## src/rtl/aux_keypad_scanner_pkg.sv

```systemverilog
// aux_keypad_scanner_pkg: shared constants, FSM encodings and helpers for the
// keypad scanner. Also provides the scan-count helper macros that the clock
// dividers use to size their tick counters.

`ifndef AUX_SCAN_CNT_W
// Counter width needed to count 0..max-1 (at least one bit).
`define AUX_SCAN_CNT_W(max) (((max) > 1) ? $clog2(max) : 1)
`endif

`ifndef AUX_SCAN_LAST
// Terminal count of a 0..max-1 counter.
`define AUX_SCAN_LAST(max) ((max) - 1)
`endif

package aux_keypad_scanner_pkg;

  // Matrix is square: rows and columns share this count.
  localparam int unsigned KP_LINES   = 4;
  localparam int unsigned KEY_CODE_W = 4;

  // FSM encodings, 2-bit for compatibility with older controllers.
  localparam logic [1:0] ST_SCAN     = 2'd0;
  localparam logic [1:0] ST_DEBOUNCE = 2'd1;
  localparam logic [1:0] ST_PRESSED  = 2'd2;

  // Lowest-index low column wins when several are pressed on one row.
  function automatic logic [1:0] prio_col(input logic [KP_LINES-1:0] cols);
    logic [1:0] idx;
    if (!cols[0]) begin
      idx = 2'd0;
    end else if (!cols[1]) begin
      idx = 2'd1;
    end else if (!cols[2]) begin
      idx = 2'd2;
    end else begin
      idx = 2'd3;
    end
    return idx;
  endfunction

  // One-hot active-low row drive for a row index.
  function automatic logic [KP_LINES-1:0] row_drive(input logic [1:0] idx);
    logic [KP_LINES-1:0] one_hot;
    one_hot = 4'b0001 << idx;
    return ~one_hot;
  endfunction

endpackage

```

## src/rtl/aux_sync2.sv

```systemverilog
// aux_sync2: parameterised-width 2-flop synchronizer for asynchronous inputs
// (keypad columns, switches, resume lines). Reset loads ResetVal so that
// idle-high lines do not glitch active on reset release.

module aux_sync2 #(
  parameter int unsigned         Width    = 1,
  parameter logic [Width-1:0]    ResetVal = '1
) (
  input  logic             clk,
  input  logic             rst,
  input  logic [Width-1:0] d,
  output logic [Width-1:0] q
);

  logic [Width-1:0] meta;

  // Two back-to-back flops; only q is used by downstream logic.
  always_ff @(posedge clk) begin
    if (rst) begin
      meta <= ResetVal;
      q    <= ResetVal;
    end else begin
      meta <= d;
      q    <= meta;
    end
  end

endmodule

```

## src/rtl/aux_keypad_scanner.sv

```systemverilog
// aux_keypad_scanner: scans a 4x4 active-low key matrix one row at a time,
// debounces presses and releases, and reports one key code per press.
// Optional auto-repeat of a held key is built when AUX_KEYPAD_REPEAT_EN is
// defined; the default build emits exactly one key_valid per press.
//
// state    | meaning
// SCAN     | rotating the driven row each tick, waiting for a low column
// DEBOUNCE | candidate key latched, counting consecutive low samples
// PRESSED  | key accepted, row parked, counting consecutive high samples

module aux_keypad_scanner
  import aux_keypad_scanner_pkg::*;
#(
  parameter int unsigned ScanCntMax    = 50000,
  parameter int unsigned DebounceScans = 4,
  parameter int unsigned RepeatScans   = 250
) (
  input  logic                  clk,
  input  logic                  rst,
  input  logic [KP_LINES-1:0]   col_n,
  output logic [KP_LINES-1:0]   row_n,
  output logic [KEY_CODE_W-1:0] key_code,
  output logic                  key_valid,
  output logic                  key_held,
  output logic                  key_release
);

  localparam int unsigned      CNT_W    = `AUX_SCAN_CNT_W(ScanCntMax);
  localparam logic [CNT_W-1:0] CNT_LAST = CNT_W'(`AUX_SCAN_LAST(ScanCntMax));
  localparam logic [3:0]       DEB_TGT  = 4'(DebounceScans);

  logic [KP_LINES-1:0] col_s;
  logic [CNT_W-1:0]    scan_cnt;
  logic                tick;
  logic [1:0]          state;
  logic [1:0]          row_idx;
  logic [1:0]          lat_col;
  logic [1:0]          det_col;
  logic [3:0]          deb_cnt;
  logic [3:0]          deb_next;
  logic                any_low;
  logic                lat_low;
  logic                rep_fire;

  aux_sync2 #(
    .Width    (KP_LINES),
    .ResetVal ({KP_LINES{1'b1}})
  ) u_col_sync (
    .clk (clk),
    .rst (rst),
    .d   (col_n),
    .q   (col_s)
  );

  assign tick     = (scan_cnt == CNT_LAST);
  assign any_low  = (col_s != {KP_LINES{1'b1}});
  assign det_col  = prio_col(col_s);
  assign lat_low  = ~col_s[lat_col];
  assign deb_next = deb_cnt + 4'd1;
  assign row_n    = row_drive(row_idx);

  // Scan tick: free-running 0..ScanCntMax-1 counter, tick on the last count.
  always_ff @(posedge clk) begin
    if (rst) begin
      scan_cnt <= '0;
    end else if (tick) begin
      scan_cnt <= '0;
    end else begin
      scan_cnt <= scan_cnt + CNT_W'(1);
    end
  end

  // Scan/debounce FSM; outputs are registered so pulses land one clk after the deciding tick.
  always_ff @(posedge clk) begin
    if (rst) begin
      state       <= ST_SCAN;
      row_idx     <= 2'd0;
      lat_col     <= 2'd0;
      deb_cnt     <= 4'd0;
      key_code    <= '0;
      key_valid   <= 1'b0;
      key_held    <= 1'b0;
      key_release <= 1'b0;
    end else begin
      key_valid   <= 1'b0;
      key_release <= 1'b0;
      if (tick) begin
        case (state)
          ST_SCAN: begin
            if (!any_low) begin
              row_idx <= row_idx + 2'd1;
            end else begin
              lat_col <= det_col;
              if (DEB_TGT == 4'd1) begin
                // Single-sample debounce: accept immediately, no DEBOUNCE dwell.
                state     <= ST_PRESSED;
                deb_cnt   <= 4'd0;
                key_code  <= {row_idx, det_col};
                key_valid <= 1'b1;
                key_held  <= 1'b1;
              end else begin
                state   <= ST_DEBOUNCE;
                deb_cnt <= 4'd1;
              end
            end
          end
          ST_DEBOUNCE: begin
            if (lat_low) begin
              if (deb_next == DEB_TGT) begin
                state     <= ST_PRESSED;
                deb_cnt   <= 4'd0;
                key_code  <= {row_idx, lat_col};
                key_valid <= 1'b1;
                key_held  <= 1'b1;
              end else begin
                deb_cnt <= deb_next;
              end
            end else begin
              // Bounce: drop the candidate silently and move on.
              state   <= ST_SCAN;
              deb_cnt <= 4'd0;
              row_idx <= row_idx + 2'd1;
            end
          end
          ST_PRESSED: begin
            if (!lat_low) begin
              if (deb_next == DEB_TGT) begin
                state       <= ST_SCAN;
                deb_cnt     <= 4'd0;
                row_idx     <= row_idx + 2'd1;
                key_held    <= 1'b0;
                key_release <= 1'b1;
              end else begin
                deb_cnt <= deb_next;
              end
            end else begin
              deb_cnt <= 4'd0;
              if (rep_fire) begin
                key_valid <= 1'b1;
              end
            end
          end
          default: begin
            state   <= ST_SCAN;
            deb_cnt <= 4'd0;
          end
        endcase
      end
    end
  end

`ifdef AUX_KEYPAD_REPEAT_EN
  localparam int unsigned      REP_W    = `AUX_SCAN_CNT_W(RepeatScans);
  localparam logic [REP_W-1:0] REP_LAST = REP_W'(`AUX_SCAN_LAST(RepeatScans));

  logic [REP_W-1:0] rep_cnt;

  assign rep_fire = tick && (state == ST_PRESSED) && lat_low && (rep_cnt == REP_LAST);

  // Auto-repeat interval: counts low samples while PRESSED, restarts on any high sample.
  always_ff @(posedge clk) begin
    if (rst) begin
      rep_cnt <= '0;
    end else if (tick) begin
      if ((state != ST_PRESSED) || !lat_low || rep_fire) begin
        rep_cnt <= '0;
      end else begin
        rep_cnt <= rep_cnt + REP_W'(1);
      end
    end
  end
`else
  // Repeat interval has no effect when auto-repeat is compiled out.
  logic unused_repeat_cfg;
  assign unused_repeat_cfg = ^RepeatScans;
  assign rep_fire          = 1'b0;
`endif

endmodule

```

## config.mk

```make
export PLATFORM = sky130hd
export DESIGN_NAME = aux_keypad_scanner
export DESIGN_NICKNAME = d
export VERILOG_FILES = /design/src/rtl/aux_keypad_scanner_pkg.sv /design/src/rtl/aux_sync2.sv /design/src/rtl/aux_keypad_scanner.sv
export SDC_FILE = /design/constraint.sdc
export NUM_CORES = 1
export LEC_CHECK = 0
export ABC_AREA = 1
export BUFFER_PORTS_ARGS = -buffer_cell sky130_fd_sc_hd__buf_2
export CAP_MARGIN = 0
export CORE_ASPECT_RATIO = 0.8
export CORE_MARGIN = 1.5
export CORE_UTILIZATION = 45
export CTS_BUF_LIST = sky130_fd_sc_hd__clkbuf_16
export DETAILED_ROUTE_END_ITERATION = 16
export GPL_ROUTABILITY_DRIVEN = 1
export PLACE_DENSITY = 0.62
export SLEW_MARGIN = 20
export SYNTH_ARGS = -nofsm -noshare
export SYNTH_HDL_FRONTEND = slang
export SYNTH_SLANG_ARGS = --single-unit
```

## constraint.sdc

```tcl
create_clock -name clk -period 1.8 [get_ports clk]
set_input_delay 0.45 -clock clk [delete_from_list [all_inputs] [get_ports clk]]
set_output_delay 0.45 -clock clk [all_outputs]
set_load 0.01 [all_outputs]
```

# Word-level counts from Yosys, hierarchy flattened
# Cells that the tools add are included.
[word_totals]
reg_bits = 41
output_inout_bits = 11
wordCells = 73
[op_classes]
add_sub_neg = 3
magnitude_cmp = 1
eq_ne = 13
n_shift = 1
n_mux = 27
bitwise_logic = 5
reduce_logical = 12
[op_table]
columns = ["op", "count"]
rows = [
  ["$mux 2", 11],
  ["$add 16x1->16 const B", 1],
  ["$eq 16x16->1 const B", 1],
  ["$mux 4", 4],
  ["$ne 2x2->1 const B", 7],
  ["$pmux 2 s3", 2],
  ["$pmux 4 s3", 1],
  ["$reduce_and 6->1", 2],
  ["$reduce_or 4->1", 2],
  ["$mux 1", 7],
  ["$reduce_and 5->1", 1],
  ["$add 4x1->4 const B", 1],
  ["$eq 4x3->1 const B", 1],
  ["$ne 4x4->1 const B", 1],
  ["$not 1->1", 4],
  ["$not 4->4", 1],
  ["$reduce_and 4->1", 1],
  ["$shl 1x2->4 const A", 1],
  ["$lt 2x3->1 const B", 1],
  ["$ne 3x3->1 const B", 1],
  ["$reduce_and 3->1", 1],
  ["$reduce_bool 3->1", 1],
  ["$add 2x1->2 const B", 1],
  ["$bmux 1 s2", 1],
  ["other kinds (7)", 7],
]

# Logic depth before layout (Yosys ltp)
# Gate-level depths: netlist of the first run.
[logic_depth]
word_depth = 5
depth_mapped = 11
mapped_depth_nobuf = 11

# Hierarchy
# From an unflattened synthesis of the first run, not the netlist that was laid out.
[hier_totals]
cells_unflattened = 284
hier_area_um2 = 2011.9
[by_module_without_submodules]
columns = ["mod", "instances", "cells_each", "area_each_um2", "seq_area_each_um2"]
rows = [
  ["aux_keypad_scanner", 1, 259, 1788.0, 660.6],
  ["aux_sync2", 1, 25, 224.0, 160.2],
]

# Worst setup path before layout of the first run
# Ideal clock, no wire load.
[synth_path]
path_type = "register -> register"
start = "register scan_cnt[0]"
end = "register key_code[0]"
setup_time_ns = 0.113
t_arrival_ns = 1.284
path_slack_ns = 0.403
path_stages_with_launch = 9
path_buffers = 0
period_less_slack_ns = 1.397
cell_sequence = "dfxtp_1 -> ha_1 -> nand3_2 -> nor2_4 -> nand3_4 -> nor2_2 -> nand2_2 -> o21ai_1 -> nor2_1"
[synth_via]
elab_chain_len = 2
[synth_lines]
columns = ["element", "line", "source"]
rows = [
  ["start, declared", "aux_keypad_scanner.sv:33", "logic [CNT_W-1:0] scan_cnt;"],
  ["start signal, assigned", "aux_keypad_scanner.sv:69", "scan_cnt <= scan_cnt + CNT_W'(1);"],
  ["$eq 16x16->1", "aux_keypad_scanner.sv:55", "assign tick = (scan_cnt == CNT_LAST);"],
  ["$reduce_and 4->1 (no line)", "n/a", ""],
  ["end signal, assigned", "aux_keypad_scanner.sv:98", "key_code <= {row_idx, det_col};"],
  ["end signal, assigned", "aux_keypad_scanner.sv:112", "key_code <= {row_idx, lat_col};"],
  ["end, declared", "aux_keypad_scanner.sv:22", "output logic [KEY_CODE_W-1:0] key_code,"],
]
# No other way between the ends.
# A chain may end at the register's enable or synchronous reset.

# Worst setup path in the final report of the first run
[layout_path]
start = "register row_idx[0]"
end = "output port row_n[2]"
[layout_via]
elab_chain_len = 2
[layout_lines]
columns = ["element", "line", "source"]
rows = [
  ["start, declared", "aux_keypad_scanner.sv:36", "logic [1:0] row_idx;"],
  ["start signal, assigned", "aux_keypad_scanner.sv:91", "row_idx <= row_idx + 2'd1;"],
  ["start signal, assigned", "aux_keypad_scanner.sv:122", "row_idx <= row_idx + 2'd1;"],
  ["start signal, assigned", "aux_keypad_scanner.sv:130", "row_idx <= row_idx + 2'd1;"],
  ["$shl 1x2->4", "aux_keypad_scanner_pkg.sv:44", "one_hot = 4'b0001 << idx;"],
  ["$not 4->4", "aux_keypad_scanner_pkg.sv:45", "return ~one_hot;"],
  ["end, declared", "aux_keypad_scanner.sv:21", "output logic [KP_LINES-1:0] row_n,"],
]
# No other way between the ends.

==> results of run 1 <==
[metal layers]
metal	vias to the layer above	share of wire [%]
met1	722	56
met2	34	38
li1	893	-
met4	0	1.3
met3	4	4.4
met5	-	0
[metrics by stage]
stage | instances | area (sq um)
after global placement | 341 | 2222
after detailed placement | 341 | 2222
after global routing | 349 | 2369
after CTS | 349 | 2369
after floorplan | 270 | 2078
final | 349 | 2369
[registers in the layout, summed over array words and instances, names as in the netlist]
register         cells
lat_col              2
key_release          1
row_idx              2
scan_cnt            16
u_col_sync.q         4
u_col_sync.meta      4
state                2
key_held             1
deb_cnt              4
key_valid            1
key_code             4
[worst paths after layout]
check                      from            endpoint  cells after the start  slack [ns]
min reg2reg  u_col_sync.meta[3]     u_col_sync.q[3]                      1        0.41
min                    col_n[0]  u_col_sync.meta[0]                      2        0.34
max reg2reg         scan_cnt[0]         key_code[3]                      8        0.23
max                  row_idx[0]            row_n[2]                      4        0.23
[report_power, final]
group          switching [mW]  internal (mW)  total, mW
Combinational          0.0382         0.0219     0.0601
Clock                   0.364          0.515      0.879
Sequential            0.00763          0.921      0.929
Total                   0.409           1.46       1.87
[layout make-up]
| cell class | count | area share, % |
|---|---|---|
| inverters | 38 | 6.075 |
| flip-flops and latches | 41 | 34.65 |
| repair buffers | 17 | 3.698 |
| clock inverters | 3 | 0.8980 |
| clock buffers | 5 | 5.283 |
| well taps | 57 | 3.011 |
| multi-input cells | 188 | 46.38 |
[synthesized netlist by cell type, drive strengths merged, types with 2 or more instances]
library cell / number
nand4: 4
nand3: 20
dfxtp: 41
clkbuf: 2
xor2: 6
nor2: 51
nand2: 50
nand3b: 2
or2: 9
nor3b: 2
a21oi: 11
inv: 37
o21ai: 14
ha: 6
nor3: 9
[cells by family (layout without fill, tap and decap cells)]
kind of cell / Yosys count / count (layout) / synth area share [%]
AOI/OAI and AO/OA: 26 / 26 / 6.622
buffers and inverters: 41 / 63 / 7.646
xor gates and xnor gates: 7 / 7 / 2.950
DFF: 41 / 41 / 39.49
and+or+nand+nor: 149 / 149 / 39.67
adders and majority gates: 6 / 6 / 3.612
[placed cells by master, fill, tap and decap left out, types with 2 or more instances in the layout]
cell and n:
a21oi_1 11, nand4_1 4, o21ai_0 5, clkinv_2 2
nor2_2 7, nand2_2 8, ha_1 6, dfxtp_1 41
buf_2 16, nand3_1 13, nand3_4 2, or2_2 8
inv_1 31, nand2_1 41, inv_2 6, nor2_4 6
nor3_1 7, nand3_2 5, o21ai_1 9, clkbuf_16 5
nand3b_1 2, nor2_1 38, xor2_1 6
==> results.sh, run 1 <==
export IMPL_grt_use_met2_pct=22.44
export IMPL_start_util_pct=48.23
export IMPL_use_met1_pct=26.39
export IMPL_post_route_period_util_pct=87.24
export IMPL_synth_top_area_share_pct=39.49
export IMPL_setup_viol=0
export IMPL_grtUsageTotal_pct=17.39
export IMPL_fin_crit_ns=1.570
export IMPL_finalSetupTns_ns=0
export IMPL_clockBufferDepth=2
export IMPL_hp_class="primary input to flip-flop"
export IMPL_ctsHtreeMaxLevel=2
export IMPL_hold_slack_ns=0.3438
export IMPL_synth_edff_count=0
export IMPL_tritoncts="done"
export IMPL_antenna_left=0
export IMPL_top_usage_layer="met1"
export IMPL_path_buf_inv=3
export IMPL_die_area_sq_um=5038
export IMPL_cp_cell_sequence="inv_1 > ha_1 > inv_1 > buf_2"
export IMPL_seq_area_frac_synth_pct=39.49
export IMPL_synth_largest_area_cell="dfxtp_1"
export IMPL_critPathMaxFanout=4
export IMPL_numCtsBuffers=5
export IMPL_setup_ws_ns=0.2297
export IMPL_cp_data_required_time_ns=1.35
export IMPL_arrival_ns=1.12
export IMPL_die_h_um=63.79
export IMPL_layout_nets=303
export IMPL_die_w_um=78.98
export IMPL_startpoint_type="flip-flop"
export IMPL_overflow=0
export IMPL_path_delay_family="flip-flops"
export IMPL_rsz0062_at_grt="false"
export IMPL_dpl_worst_slack_ns=0.2294
export IMPL_num_antenna_cells=0
export IMPL_dr_total_vias=1653
export IMPL_syn_area_sq_um=2078
export IMPL_finClkSkew_ns=0.004923
export IMPL_ys_types=33
export IMPL_crit_top_cell="inv_1"
export IMPL_cp_end_kind="output pin"
export IMPL_clock_fmax_mhz=636.8
export IMPL_num_rows=21
export IMPL_clkSinkCount=41
export IMPL_status="completed"
export IMPL_path_class="flip-flop to output pin"
export IMPL_mappedNetlistNets=282
export IMPL_synthArstFlopShare_pct=0
export IMPL_synth_main_ff_cell="dfxtp_1"
export IMPL_dr_first_iter_drc_count=114
export IMPL_slew_headroom_pct=75.45
export IMPL_cap_violations=0
export IMPL_postCtsSetupBuffers=0
export IMPL_regArea_sq_um=820.8
export IMPL_root_buffer="clkbuf_16"
export IMPL_grt_pass1_vias=1490
export IMPL_hold_viol_final=0
export IMPL_ir_drop_v=0.0005900
export IMPL_syn_mean_instance_area_sq_um=7.697
export IMPL_io_buffers=16
export IMPL_antenna_found_initial=0
export IMPL_ios=17
export IMPL_met3_usage_pct=6.429
export IMPL_drc=0
export IMPL_clkLatencyLatePin_ns=0.28
export IMPL_vias_per_cell=4.736
export IMPL_fillers=437
export IMPL_dpl_hpwl_um=2752
export IMPL_worst_pin_slew_ns=0.3654
export IMPL_core_area_sq_um=4309
export IMPL_finalPower_mw=1.868
export IMPL_grt_pass1_wl_um=6865
export IMPL_syn2layout_area_growth_pct=13.97
export IMPL_place_congestion=0.8130
export IMPL_critPathSlowestCell="dfxtp_1"
export IMPL_p_per_area_nw_per_um2=788.6
export IMPL_syn_inst=270
export IMPL_multi_input_area_sq_um=1099
export IMPL_slowest_delay_ns=0.37
export IMPL_ys_ff_latch=41
export IMPL_grt_max_degree=17
export IMPL_cts_resized=0
export IMPL_hold_buffers=0
export IMPL_totalWireLength_um=3797
export IMPL_final_util_pct=54.97
export IMPL_post_drt_wl_per_cell_um=10.88
export IMPL_drive_gt1_share_pct=25.34
export IMPL_p_leak_nw=1.034
export IMPL_slew_viol_final=0
export IMPL_cts_reportedPaths_clkPinSlew_ns=0.06
export IMPL_drtPass1Iterations=4
export IMPL_yosys_top_cells_area="dfxtp_1 39%, nand2_1 7.4%, nor2_1 6.9%, inv_1 5.6%, ha_1 3.6%"
export IMPL_yosys_warnings=0
Power figures use the tool's default switching activity.
==> inputs of run 2 (changes only) <==
--- a/config.mk
+++ b/config.mk
@@ -5,7 +5,6 @@
 export SDC_FILE = /design/constraint.sdc
 export NUM_CORES = 1
 export LEC_CHECK = 0
-export ABC_AREA = 1
 export BUFFER_PORTS_ARGS = -buffer_cell sky130_fd_sc_hd__buf_2
 export CAP_MARGIN = 0
 export CORE_ASPECT_RATIO = 0.8
==> run 2 against run 1 <==
Effect of this change: first-iteration DRC count increased by 7.0%; sequential power about the same; core utilization grew 2.5 points; count of clock-buffer cells in the layout is the same; die area is 5.1% lower; highest routed layer unchanged; synthesized area fell by 5.3%; routed wire length is 9.1% higher; sequential share of layout area fell by 0.46 points; maximum frequency shrank 8.4%; register-to-register slack got worse by 0.14 ns; critical endpoint is now row_idx[0]; clock skew is essentially flat.
==> results.sh, run 2 <==
export IMPL_io_buffers=16
export IMPL_critPathMaxFanout=4
export IMPL_ff2ff_path_depth=5
export IMPL_arrival_ns=1.89
export IMPL_slew_viol_final=0
export IMPL_grt_max_degree=22
export IMPL_p_per_area_nw_per_um2=890.8
export IMPL_worst_pin_slew_ns=0.3276
export IMPL_tritoncts="done"
export IMPL_overflow=0
export IMPL_setup_viol=0
export IMPL_die_h_um=62.15
export IMPL_slew_headroom_pct=77.96
export IMPL_syn_mean_instance_area_sq_um=8.987
export IMPL_fillers=395
export IMPL_path_class="flip-flop to flip-flop"
export IMPL_largest_reg_flops=16
export IMPL_num_antenna_cells=0
export IMPL_ctsHtreeMaxLevel=2
export IMPL_grtUsageTotal_pct=18.99
export IMPL_clockBufferDepth=2
export IMPL_fin_crit_ns=1.714
export IMPL_die_w_um=76.94
export IMPL_grt_pass1_vias=1504
export IMPL_num_rows=21
export IMPL_p_leak_nw=0.8990
export IMPL_regMostFlops="scan_cnt"
export IMPL_dpl_hpwl_um=2940
export IMPL_ir_drop_v=0.0009453
export IMPL_layout_common_cells="37 x dfxtp_1, 20 x nor2_1, 16 x buf_2"
export IMPL_cp_data_required_time_ns=1.97
export IMPL_synth_top_area_share_pct=41.70
export IMPL_layout_nets=257
export IMPL_syn_area_sq_um=1968
export IMPL_hp_class="primary input to flip-flop"
export IMPL_yosysMostFrequentCell="dfxtp_1"
export IMPL_post_drt_wl_per_cell_um=13.67
export IMPL_cts_reportedPaths_clkPinSlew_ns=0.06
export IMPL_ys_types=48
export IMPL_clock_fmax_mhz=583.6
export IMPL_final_common_cell="dfxtp_1"
export IMPL_r2r_slack_ns=0.09
export IMPL_synth_main_ff_cell="dfxtp_1"
export IMPL_post_dp_cell_area_sq_um=2177
export IMPL_status="completed"
export IMPL_yosys_top_cells_area="dfxtp_1 42%, nand4_1 4.1%, ha_1 3.8%, nor2_1 3.8%, a21oi_1 3.6%"
export IMPL_dr_first_iter_drc_count=122
export IMPL_synth_edff_count=0
export IMPL_syn2layout_area_growth_pct=22.70
export IMPL_synth_largest_area_cell="dfxtp_1"
export IMPL_cap_violations=0
export IMPL_die_area_sq_um=4782
export IMPL_final_cell_area_sq_um=2415
export IMPL_cp_cell_sequence="ha_1 > and3_4 > and4_1 > nor4bb_4 > mux2_4"
export IMPL_yosys_warnings=0
export IMPL_seq_area_frac_synth_pct=41.70
export IMPL_ys_ff_latch=41
export IMPL_critPathSlowestCell="dfxtp_1"
export IMPL_vias_per_cell=5.465
export IMPL_hold_viol_final=0
export IMPL_antenna_found_initial=0
export IMPL_clkSinkCount=41
export IMPL_drtPass1Iterations=4
export IMPL_start_util_pct=46.82
export IMPL_grt_pass1_wl_um=7272
export IMPL_root_buffer="clkbuf_16"
export IMPL_hold_slack_ns=0.3466
export IMPL_finalSetupTns_ns=0
export IMPL_syn_inst=219
export IMPL_cp_end_kind="flip-flop"
export IMPL_hold_depth=2
export IMPL_final_util_pct=57.44
export IMPL_dr_total_vias=1656
export IMPL_drc=0
export IMPL_ios=17
export IMPL_rsz0062_at_grt="true"
export IMPL_drive_gt1_share_pct=27.64
export IMPL_startpoint_type="flip-flop"
export IMPL_yosys_top_cells_count="41 x dfxtp_1, 20 x nor2_1, 14 x a21oi_1"
export IMPL_mappedNetlistNets=231
export IMPL_numCtsBuffers=5
export IMPL_place_congestion=0.8134
export IMPL_totalWireLength_um=4142
export IMPL_post_route_period_util_pct=95.20
export IMPL_hold_buffers=0
export IMPL_synthArstFlopShare_pct=0
export IMPL_finClkSkew_ns=0.004814
export IMPL_antenna_left=0
export IMPL_core_area_sq_um=4204
export IMPL_slowest_delay_ns=0.35
export IMPL_clkLatencyLatePin_ns=0.28
## run 2: area by class of cell
cell class                 count  area (sq um)  share of cell area, %
inverter                      12         45.04                  1.865
multi-input combinational    154          1090                  45.13
clock inverter                 3         65.06                  2.694
tap                           57         71.32                  2.953
sequential                    41         825.8                  34.20
clock buffer                   5         125.1                  5.181
timing repair buffer          31         192.7                  7.979
## run 2: power breakdown
group	switching [mW]	internal, mW	total [mW]
sequential	0.00799	0.922	0.930
combinational	0.0449	0.0355	0.0805
clock	0.350	0.791	1.14
## run 2: logic make-up after synthesis
family                     share of synthesized area, %
AOI/OAI and AO/OA                                 10.24
xor gates and xnor gates                          4.895
adders and majority gates                         3.814
buffers and inverters                             5.403
DFF                                               41.70
muxes                                             3.623
and+or+nand+nor                                   30.32
## run 2: worst paths after layout
check,from,end
worst max-delay path,scan_cnt[1],row_idx[0]
worst min register to register,u_col_sync.meta[2],u_col_sync.q[2]
worst max register to register,scan_cnt[1],row_idx[0]
worst min-delay path,col_n[0],u_col_sync.meta[0]
## run 2: critical path, delay by kind of cell (launching register included)
kind / cells / cell delay (ns)
DFF: 1 / 0.35
adders and majority gates: 1 / 0.20
muxes: 1 / 0.33
and+or+nand+nor: 3 / 0.73
## run 2: per-stage QoR
step / std cells / setup WS [ns] / power [mW]
floorplan: 219 / 0.03348 / 0.9985
global placement: 295 / 0.07839 / 1.028
detailed placement: 295 / 0.01208 / 1.029
CTS: 303 / 0.0004035 / 2.170
global route: 303 / -0.01726 / 2.211
finish: 303 / 0.08638 / 2.151
## run 2: layer usage
layer / vias to the layer above / track usage (%) / wire, um
met2: 39 / 25.66 / 1693
li1: 839 / - / -
met4: 0 / 5.556 / 42
met3: 5 / 4.412 / 224
met5: - / 0 / 0
met1: 773 / 29.45 / 2182
## run 2: what timing repair did
| item | 4_1_cts | 5_1_grt |
|---|---|---|
| buffers inserted | 0 | 0 |
| resized for setup | 0 | 12 |
| setup endpoints to repair | 0 | 13 |
==> inputs of run 3 (changes only) <==
--- a/config.mk
+++ b/config.mk
@@ -5,15 +5,15 @@
 export SDC_FILE = /design/constraint.sdc
 export NUM_CORES = 1
 export LEC_CHECK = 0
-export BUFFER_PORTS_ARGS = -buffer_cell sky130_fd_sc_hd__buf_2
 export CAP_MARGIN = 0
 export CORE_ASPECT_RATIO = 0.8
 export CORE_MARGIN = 1.5
 export CORE_UTILIZATION = 45
 export CTS_BUF_LIST = sky130_fd_sc_hd__clkbuf_16
 export DETAILED_ROUTE_END_ITERATION = 16
+export DONT_BUFFER_PORTS = 1
 export GPL_ROUTABILITY_DRIVEN = 1
-export PLACE_DENSITY = 0.62
+export PLACE_DENSITY = 0.59
 export SLEW_MARGIN = 20
 export SYNTH_ARGS = -nofsm -noshare
 export SYNTH_HDL_FRONTEND = slang
==> run 3 against run 2 <==
Effect of this change: maximum frequency decreased by 0.48%; first-iteration DRC count decreased by 19%; power decreased by 15%; sequential power about the same; core utilization decreased by 3.8 points; die area unchanged; critical endpoint is now deb_cnt[2]; largest cell class unchanged; highest routed layer unchanged.
==> results.sh, run 3 (synthesized netlist as in run 2, its figures left out) <==
export IMPL_clkSinkCount=41
export IMPL_num_antenna_cells=0
export IMPL_grt_pass1_vias=1475
export IMPL_num_rows=21
export IMPL_post_drt_wl_per_cell_um=13.98
export IMPL_p_per_area_nw_per_um2=809.2
export IMPL_hold_depth=1
export IMPL_syn2layout_area_growth_pct=14.49
export IMPL_p_switching_mw=0.3718
export IMPL_top_usage_layer="met2"
export IMPL_numCtsBuffers=5
export IMPL_drc=0
export IMPL_path_delay_family="multiplexers"
export IMPL_seqPwrFrac_pct=51.1
export IMPL_die_h_um=62.15
export IMPL_r2r_slack_ns=0.08
export IMPL_ios=17
export IMPL_largest_reg_flops=16
export IMPL_clock_fmax_mhz=580.8
export IMPL_arrival_ns=1.93
export IMPL_place_congestion=0.8672
export IMPL_p_leak_nw=0.7962
export IMPL_status="completed"
export IMPL_met3_usage_pct=6.618
export IMPL_grt_max_degree=29
export IMPL_critPathSlowestCell="mux4_2"
export IMPL_hold_viol_final=0
export IMPL_core_area_sq_um=4204
export IMPL_p_comb_share_pct=3.2
export IMPL_finClkSkew_ns=0.002165
export IMPL_grtUsageTotal_pct=18.19
export IMPL_ir_drop_v=0.0005286
export IMPL_path_class="flip-flop to flip-flop"
export IMPL_finalSetupTns_ns=0
export IMPL_io_buffers=0
export IMPL_drtPass1Iterations=4
export IMPL_critPathMaxFanout=5
export IMPL_finalPower_mw=1.823
export IMPL_dr_total_vias=1598
export IMPL_sw_frac_of_total_pct=20.39
export IMPL_setup_viol=0
export IMPL_hold_buffers=0
export IMPL_cp_data_required_time_ns=2.01
export IMPL_worstReg2RegEnd="deb_cnt[2]"
export IMPL_layout_common_cells="37 x dfxtp_1, 20 x nor2_1"
export IMPL_cts_reportedPaths_clkPinSlew_ns=0.06
export IMPL_postCtsSetupBuffers=0
export IMPL_cts_resized=0
export IMPL_antenna_left=0
export IMPL_final_cell_area_sq_um=2253
export IMPL_worst_path_stages=5
export IMPL_path_buf_inv=1
export IMPL_drive_gt1_share_pct=20.61
export IMPL_tritoncts="done"
export IMPL_start_util_pct=46.82
export IMPL_cp_end_kind="flip-flop"
export IMPL_grt_use_met2_pct=27.88
export IMPL_antenna_found_initial=0
export IMPL_slew_headroom_pct=63.36
export IMPL_dr_first_iter_drc_count=99
export IMPL_ctsHtreeMaxLevel=2
export IMPL_hold_slack_ns=0.2345
export IMPL_cp_cell_sequence="mux4_2 > buf_4 > mux2i_4 > nand4_1 > a31oi_1"
export IMPL_cap_violations=0
export IMPL_crit_path_end="deb_cnt[2]"
export IMPL_hp_class="primary input to flip-flop"
export IMPL_dpl_hpwl_um=2840
export IMPL_final_common_cell="dfxtp_1"
export IMPL_slew_viol_final=0
export IMPL_die_w_um=76.94
export IMPL_vias_per_cell=5.607
export IMPL_slowest_delay_ns=0.56
export IMPL_startpoint_type="flip-flop"
export IMPL_worst_pin_slew_ns=0.5455
export IMPL_clkPwrFrac_pct=45.7
export IMPL_final_util_pct=53.60
export IMPL_clkLatencyLatePin_ns=0.28
export IMPL_rsz0062_at_grt="true"
export IMPL_regMostFlops="scan_cnt"
export IMPL_layout_nets=239
export IMPL_clockBufferDepth=2
export IMPL_startpoint="lat_col[0]"
export IMPL_totalWireLength_um=3985
export IMPL_overflow=0
export IMPL_die_area_sq_um=4782
export IMPL_fin_crit_ns=1.722
export IMPL_rr_startpoint="lat_col[0]"
export IMPL_post_route_period_util_pct=95.66
export IMPL_post_dp_cell_area_sq_um=2082
export IMPL_internal_power_mw=1.452
export IMPL_root_buffer="clkbuf_16"
export IMPL_ff2ff_path_depth=5
export IMPL_grt_pass1_wl_um=6789
export IMPL_holdCritStartpoint="rst"
export IMPL_use_met1_pct=24.08
run 3: worst register-to-register path, stage by stage (launching register included):
cell and delay [ns]:
dfxtp_2 0.35, mux4_2 0.56, buf_4 0.19, mux2i_4 0.23
nand4_1 0.15, a31oi_1 0.18
run 3: worst min-delay path by stage:
stage / to / slack (ns)
finish: lat_col[0] / 0.23
detailed placement: u_col_sync.q[2] / 0.40
floorplan: u_col_sync.q[0] / 0.39
global route: lat_col[0] / 0.22
global placement: u_col_sync.q[2] / 0.39
CTS: deb_cnt[2] / 0.23
run 3: power groups by stage:
stage	logic, mW	clock network (mW)	registers, mW
floorplan	0.0495	0	0.949
global placement	0.0562	0	0.950
detailed placement	0.0578	0	0.951
CTS	0.0579	0.863	0.931
global route	0.0661	0.900	0.933
finish	0.0588	0.833	0.931
run 3: cell type report:
| cell class | instances | area, sq um |
|---|---|---|
| clock buffers | 5 | 125.1 |
| clock inverters | 3 | 13.76 |
| fillers | 391 | 1951 |
| inverters | 12 | 45.04 |
| multi-input cells | 154 | 1075 |
| flip-flops and latches | 41 | 825.8 |
| well taps | 57 | 71.32 |
| repair buffers | 13 | 97.59 |
run 3: metal layers:
| metal | vias up | wire (um) |
|---|---|---|
| met5 | - | 0 |
| met4 | 0 | 15 |
| met3 | 2 | 238 |
| met2 | 43 | 1792 |
| met1 | 754 | 1939 |
| li1 | 799 | - |
run 3: through the flow:
step,cells,setup slack [ns]
floorplan,219,0.03348
global placement,277,0.08265
detailed placement,277,0.01917
CTS,285,0.005785
global route,285,-0.02146
finish,285,0.07809
